File: config.mk
export PLATFORM = sky130hd
export DESIGN_NAME = game_ctrl_flat
export DESIGN_NICKNAME = d
export VERILOG_FILES = /design/src/rtl/game_ctrl_if.sv /design/src/rtl/game_ctrl.sv /design/src/flat_wrapper.sv
export SDC_FILE = /design/constraint.sdc
export NUM_CORES = 1
export LEC_CHECK = 0
export ABC_CLOCK_PERIOD_IN_PS = 2200
export CORE_ASPECT_RATIO = 0.8
export CORE_MARGIN = 3
export CORE_UTILIZATION = 50
export DETAILED_ROUTE_END_ITERATION = 8
export GPL_TIMING_DRIVEN = 0
export PLACE_DENSITY = 0.74
export SLEW_MARGIN = 20
export SYNTH_ARGS = -nofsm -noshare
export SYNTH_HDL_FRONTEND = slang
export SYNTH_SLANG_ARGS = --single-unit
File: constraint.sdc
create_clock -name clk -period 2.2 [get_ports clk]
set_input_delay 0.33 -clock clk [delete_from_list [all_inputs] [get_ports clk]]
set_output_delay 0.33 -clock clk [all_outputs]
set_load 0.02 [all_outputs]
File: src/rtl/game_ctrl_if.sv
// Bus between the game sequencer and its surroundings: detector/input pulses in,
// game state, physics gating and BCD scores out.
interface game_ctrl_if;
  logic        frame_i;
  logic        flap_i;
  logic        collide_i;
  logic        oob_i;
  logic        point_i;
  logic [1:0]  state_o;
  logic        run_o;
  logic        world_rst_o;
  logic        flap_o;
  logic        blink_o;
  logic [15:0] score_o;
  logic [15:0] hiscore_o;
  logic        new_high_o;

  // Driver side: frame timing, debounced flap and detector levels.
  modport master (
    output frame_i, flap_i, collide_i, oob_i, point_i,
    input  state_o, run_o, world_rst_o, flap_o, blink_o,
           score_o, hiscore_o, new_high_o
  );

  // Sequencer side.
  modport slave (
    input  frame_i, flap_i, collide_i, oob_i, point_i,
    output state_o, run_o, world_rst_o, flap_o, blink_o,
           score_o, hiscore_o, new_high_o
  );
endinterface

File: src/rtl/game_ctrl.sv
// Flappy-bird game sequencer: IDLE/PLAY/DYING/OVER state machine, physics gating,
// world reset, flap forwarding, and BCD running score / high score.
module game_ctrl #(
  parameter int unsigned DIE_FRAMES   = 60,
  parameter int unsigned OVER_FRAMES  = 120,
  parameter int unsigned BLINK_FRAMES = 8
) (
  input logic         clk,
  input logic         arst_i,
  game_ctrl_if.slave  bus
);

  localparam int unsigned CNT_W   = 8;
  localparam int unsigned SCORE_W = 16;

  localparam logic [CNT_W-1:0]   DIE_CNT   = CNT_W'(DIE_FRAMES);
  localparam logic [CNT_W-1:0]   OVER_CNT  = CNT_W'(OVER_FRAMES);
  localparam logic [CNT_W-1:0]   BLINK_CNT = CNT_W'(BLINK_FRAMES);
  localparam logic [SCORE_W-1:0] SCORE_MAX = 16'h9999;

  typedef enum logic [1:0] {
    IDLE  = 2'd0,
    PLAY  = 2'd1,
    DYING = 2'd2,
    OVER  = 2'd3
  } state_t;

  state_t             state;
  logic               run;
  logic               world_rst;
  logic               flap_q;
  logic               blink;
  logic [SCORE_W-1:0] score;
  logic [SCORE_W-1:0] hiscore;
  logic               new_high;
  logic [CNT_W-1:0]   cnt;
  logic [CNT_W-1:0]   blink_cnt;
  logic [CNT_W-1:0]   cnt_inc;
  logic [CNT_W-1:0]   blink_inc;

  // Four-digit BCD increment, holding at 9999.
  function automatic logic [SCORE_W-1:0] bcd_inc(input logic [SCORE_W-1:0] v);
    logic [SCORE_W-1:0] r;
    logic               carry;
    r     = v;
    carry = 1'b1;
    if (v != SCORE_MAX) begin
      for (int i = 0; i < 4; i++) begin
        if (carry) begin
          if (r[i*4 +: 4] == 4'd9) begin
            r[i*4 +: 4] = 4'd0;
          end else begin
            r[i*4 +: 4] = r[i*4 +: 4] + 4'd1;
            carry       = 1'b0;
          end
        end
      end
    end
    return r;
  endfunction

  assign cnt_inc   = CNT_W'(cnt + CNT_W'(1));
  assign blink_inc = CNT_W'(blink_cnt + CNT_W'(1));

  // Game state machine; all outputs are registered alongside the state.
  always_ff @(posedge clk or posedge arst_i) begin
    if (arst_i) begin
      state     <= IDLE;
      run       <= 1'b0;
      world_rst <= 1'b1;
      flap_q    <= 1'b0;
      blink     <= 1'b0;
      score     <= '0;
      hiscore   <= '0;
      new_high  <= 1'b0;
      cnt       <= '0;
      blink_cnt <= '0;
    end else begin
      flap_q <= 1'b0;
      case (state)
        IDLE: begin
          if (bus.flap_i) begin
            state     <= PLAY;
            run       <= 1'b1;
            world_rst <= 1'b0;
            flap_q    <= 1'b1;
            score     <= '0;
            new_high  <= 1'b0;
          end
        end
        PLAY: begin
          if (bus.flap_i) begin
            flap_q <= 1'b1;
          end
          // A hit in the same cycle as a point drops the point.
          if (bus.collide_i || bus.oob_i) begin
            state     <= DYING;
            run       <= 1'b0;
            cnt       <= '0;
            blink_cnt <= '0;
            blink     <= 1'b1;
          end else if (bus.point_i) begin
            score <= bcd_inc(score);
          end
        end
        DYING: begin
          if (bus.frame_i) begin
            if (cnt_inc == DIE_CNT) begin
              state     <= OVER;
              cnt       <= '0;
              blink     <= 1'b0;
              blink_cnt <= '0;
              // Plain unsigned compare orders BCD words correctly.
              if (score > hiscore) begin
                hiscore  <= score;
                new_high <= 1'b1;
              end
            end else begin
              cnt <= cnt_inc;
              if (blink_inc == BLINK_CNT) begin
                blink     <= ~blink;
                blink_cnt <= '0;
              end else begin
                blink_cnt <= blink_inc;
              end
            end
          end
        end
        OVER: begin
          if (bus.flap_i && (cnt == OVER_CNT)) begin
            state     <= IDLE;
            world_rst <= 1'b1;
            cnt       <= '0;
          end else if (bus.frame_i && (cnt != OVER_CNT)) begin
            cnt <= cnt_inc;
          end
        end
        default: begin
          state     <= IDLE;
          run       <= 1'b0;
          world_rst <= 1'b1;
        end
      endcase
    end
  end

  assign bus.state_o     = state;
  assign bus.run_o       = run;
  assign bus.world_rst_o = world_rst;
  assign bus.flap_o      = flap_q;
  assign bus.blink_o     = blink;
  assign bus.score_o     = score;
  assign bus.hiscore_o   = hiscore;
  assign bus.new_high_o  = new_high;

endmodule

File: src/flat_wrapper.sv
// flat-port wrapper written by rule: the top's interface ports become plain ports
module game_ctrl_flat 
#(
  parameter int unsigned DIE_FRAMES   = 60,
  parameter int unsigned OVER_FRAMES  = 120,
  parameter int unsigned BLINK_FRAMES = 8
)
  (clk, arst_i, bus_frame_i, bus_flap_i, bus_collide_i, bus_oob_i, bus_point_i, bus_state_o, bus_run_o, bus_world_rst_o, bus_flap_o, bus_blink_o, bus_score_o, bus_hiscore_o, bus_new_high_o);
  game_ctrl_if bus_i ();
  input logic clk;
  input logic arst_i;
  input wire logic [$bits(bus_i.frame_i)-1:0] bus_frame_i;
  input wire logic [$bits(bus_i.flap_i)-1:0] bus_flap_i;
  input wire logic [$bits(bus_i.collide_i)-1:0] bus_collide_i;
  input wire logic [$bits(bus_i.oob_i)-1:0] bus_oob_i;
  input wire logic [$bits(bus_i.point_i)-1:0] bus_point_i;
  output wire logic [$bits(bus_i.state_o)-1:0] bus_state_o;
  output wire logic [$bits(bus_i.run_o)-1:0] bus_run_o;
  output wire logic [$bits(bus_i.world_rst_o)-1:0] bus_world_rst_o;
  output wire logic [$bits(bus_i.flap_o)-1:0] bus_flap_o;
  output wire logic [$bits(bus_i.blink_o)-1:0] bus_blink_o;
  output wire logic [$bits(bus_i.score_o)-1:0] bus_score_o;
  output wire logic [$bits(bus_i.hiscore_o)-1:0] bus_hiscore_o;
  output wire logic [$bits(bus_i.new_high_o)-1:0] bus_new_high_o;
  assign bus_i.frame_i = bus_frame_i;
  assign bus_i.flap_i = bus_flap_i;
  assign bus_i.collide_i = bus_collide_i;
  assign bus_i.oob_i = bus_oob_i;
  assign bus_i.point_i = bus_point_i;
  assign bus_state_o = bus_i.state_o;
  assign bus_run_o = bus_i.run_o;
  assign bus_world_rst_o = bus_i.world_rst_o;
  assign bus_flap_o = bus_i.flap_o;
  assign bus_blink_o = bus_i.blink_o;
  assign bus_score_o = bus_i.score_o;
  assign bus_hiscore_o = bus_i.hiscore_o;
  assign bus_new_high_o = bus_i.new_high_o;
  game_ctrl #(.DIE_FRAMES(DIE_FRAMES), .OVER_FRAMES(OVER_FRAMES), .BLINK_FRAMES(BLINK_FRAMES)) u_core (.clk(clk), .arst_i(arst_i), .bus(bus_i));
endmodule
==> qor.csv <==
stage,metric,value,unit
clock_network,cts_tree,yes,
synthesis,yosys-top-cells-count,"dfrtp_1, inv_1, ha_1",
clock_network,cts_inserted_buffers,5,
clock_network,clk_latency,0.32,ns
die,die-area,0.007992,mm2
synthesis,netlist.area_leader.share,38.89,%
worst_setup_path,end_kind,flip-flop,
final_layout,diodes,0,
synthesis,yosys.area_share.simple,16.74,%
clock_network,htree_levels,2,
min_path,min-delay-start,bus_flap_i,
outcome,failed_checks,setup timing,
synthesis,synth_seq_cells,55,
timing,fin_tns_setup,-3.166,ns
clock_network,root_buffer,clkbuf_8,
pwr,finalPower,4386,uW
worst_setup_path,path_class,reg -> reg,
die,initial_core_util,52.88,%
synthesis,synth_nets,397,
clock_network,cts_hold_buf,0,
synthesis,yosys-top-cells-area,"dfrtp_1, ha_1, inv_1",
timing,finalHoldViolCount,0,
timing,period_share,109.7,%
die,core,0.006571,mm2
drt,via_per_inst,5.660,
synthesis,synth_top_family_by_area,compound AO/OA/AOI/OAI gates,
timing,skew,0.004720,ns
timing,finalSetupViolCount,22,
die,ios,46,
timing,holdWs,0.3459,ns
final_layout,multi_input_area,0.002046,mm2
drt,dr.pass1.iters,4,
timing,drv_slew,0,
timing,rsz0062_at_grt,true,
final_layout,fin_nets,478,
synthesis,yosysMostFrequentCell,dfrtp_1,
pwr,p_per_area,943.3,mW/mm2
final_layout,seqCellArea,0.001401,mm2
drt,ant_nets,0,
synthesis,synth-compound-area-share,16.82,%
grt,grt_max_degree,56,
drt,vias,2960,
placed_design,dp_hpwl,5.414,mm
worst_setup_path,r2r_start,u_core.bus.score_o[8],
grt,antenna_found_initial,0,
clock_network,cts.sinks,55,
die,die_w,99.20,um
synthesis,netlist_area,0.003475,mm2
pwr,power_leakage,0.001979,uW
synthesis,synth_fa_ha_area_share,11.88,%
timing,layout_setup_ws,-0.2127,ns
flow_run,max_cap_viol_count,0,
drt,drc,0,
timing,relSlewSlack,53.97,%
die,num_rows,26,
grt,grt_pass1_wl,13.69,mm
synthesis,async_flop_share,100.0,%
timing,worstMarginPinSlew,0.6905,ns
worst_setup_path,worstPathRequired,2.41,ns
final_layout,syn_to_final_growth,33.81,%
grt,grtUsageTotal,21.38,%
timing,period_needed,2.413,ns
synthesis,yosysUniqueCellTypes,58,
synthesis,synth_area_per_cell,9.733,um2
synthesis,ys.flop_type,dfrtp_1,
worst_setup_path,cp-startpoint,u_core.bus.score_o[8],
drt,dr.first_iter.drc_count,141,
drt,wire_per_inst,16.20,um
synthesis,syn_inst,357,
synthesis,synth_warnings,0,
die,die_y,80.56,um
outcome,status,finished with violations,
placed_design,port_buffers,44,
grt,grt_pass1_vias,2757,
synthesis,synth_edf_count,0,
worst_setup_path,path_max_fanout,8,
final_layout,n_fill_cell,479,
clock_network,clk_pin_slew,0.10,ns
final_layout,drive_above_1_share,28.47,%
clock_network,clockBufferDepth,2,
synthesis,muxShareOfSynthArea,7.274,%
pwr,ir_drop,0.6490,mV
synthesis,yosys.area.top_type,dfrtp_1,
drt,wl,8.470,mm
synthesis,synth.yosys.seq_area_share,39.65,%
min_path,min_path_type,in -> reg,
worst_setup_path,cp_data_arrival_time,2.62,ns
synthesis,synth_xor_area_share,0.5041,%
placed_design,globalplace.congestion,0.8590,
timing,fmax,414.5,MHz
grt,grt_remaining_overflow,0,
worst_setup_path,cp-start-kind,flip-flop,
## state kept, by name, summed over array words and instances (netlist names)
signal and count:
u_core.bus.hiscore_o 16, u_core.bus.score_o 16, u_core.blink_cnt 8, u_core.cnt 8
u_core.bus.state_o 2, u_core.bus.blink_o 1, u_core.bus.flap_o 1, u_core.bus.new_high_o 1
u_core.bus.run_o 1, u_core.bus.world_rst_o 1
## per-layer routing
layer	vias to the layer above	part of all wire, %	track usage, %
met5	-	0	0
met4	0	1.1	6.003
met3	10	5.5	3.385
met2	88	45	31.97
met1	1417	48	31.83
li1	1445	-	-
## per-stage QoR
stage,setup slack [ns],utilization [%],cell area [um2],cells
after floorplan,-0.08867,-,3537,357
after global placement,-0.7828,62.13,4083,485
after detailed placement,-0.2385,62.17,4085,485
after CTS,-0.1972,66.83,4392,505
after global routing,-0.3129,70.75,4649,523
final,-0.2127,70.75,4649,523
## worst max-delay path, cell delays in order (launching register included)
cell and delay (ns):
dfrtp_2 0.50, ha_1 0.31, nand2_1 0.05, or3_4 0.43
a211oi_4 0.21, o311a_1 0.22, buf_6 0.14, buf_12 0.12
mux2_2 0.32
## area by class of cell
cell class | count | share of cell area [%]
Clock buffer | 7 | 1.642
Tap cell | 84 | 2.260
Multi-Input combinational cell | 252 | 44.00
Sequential cell | 55 | 30.14
Timing Repair Buffer | 77 | 16.42
Inverter | 37 | 3.095
Buffer | 10 | 2.341
Clock inverter | 1 | 0.1076
## worst paths after layout
path / endpoint / slack (ns) / depth (start not counted)
max in group asynchronous: u_core.bus.score_o[10] / 1.23 / 2
setup / recovery: u_core.bus.hiscore_o[8] / -0.21 / 8
min in group asynchronous: u_core.blink_cnt[2] / 0.47 / 2
hold / removal: u_core.bus.flap_o / 0.35 / 2
setup reg to reg: u_core.bus.hiscore_o[8] / -0.21 / 8
hold reg to reg: u_core.bus.world_rst_o / 0.48 / 2
## cell families (layout without fill, tap and decap cells)
kind of cell / Yosys count / count (layout)
adders and majority gates: 33 / 33
and+or+nand+nor: 108 / 108
buffers and inverters: 50 / 132
AOI/OAI and AO/OA: 88 / 88
xor gates and xnor gates: 2 / 2
DFF: 55 / 55
muxes: 21 / 21
## placed cells by master, fill, tap and decap left out, drive strengths merged, types with 2 or more instances in the layout
master	count
nand3	13
a21oi	19
buf	39
ha	33
a21o	3
a211o	2
mux2i	5
nor2	16
nand2b	5
clkdlybuf4s50	44
a22o	2
nand2	31
o311a	2
nand3b	5
nor3	6
o21ai	25
nand4	9
mux2	16
or3	4
inv	37
nor2b	4
o31ai	5
or4	8
o21a	3
o22ai	6
dfrtp	54
clkbuf	10
nor4	3
o311ai	2
a31oi	4
o211ai	5
o41ai	3
## report_power, final
part           total [uW]  switching, uW  internal, uW
logic                2420           1300          1120
clock network         564            339           225
registers            1400            218          1180
total                4390           1860          2530
## what timing repair did
| action | in CTS | in global routing |
|---|---|---|
| buffers inserted | 12 | 19 |
| endpoints found under the hold margin | 0 | 0 |
| pin swaps | 4 | 10 |
| setup endpoints to repair | 44 | 49 |
| resized for setup | 23 | 38 |
| gates cloned | 2 | 0 |
No activity file was read; power rests on OpenSTA's default activity.
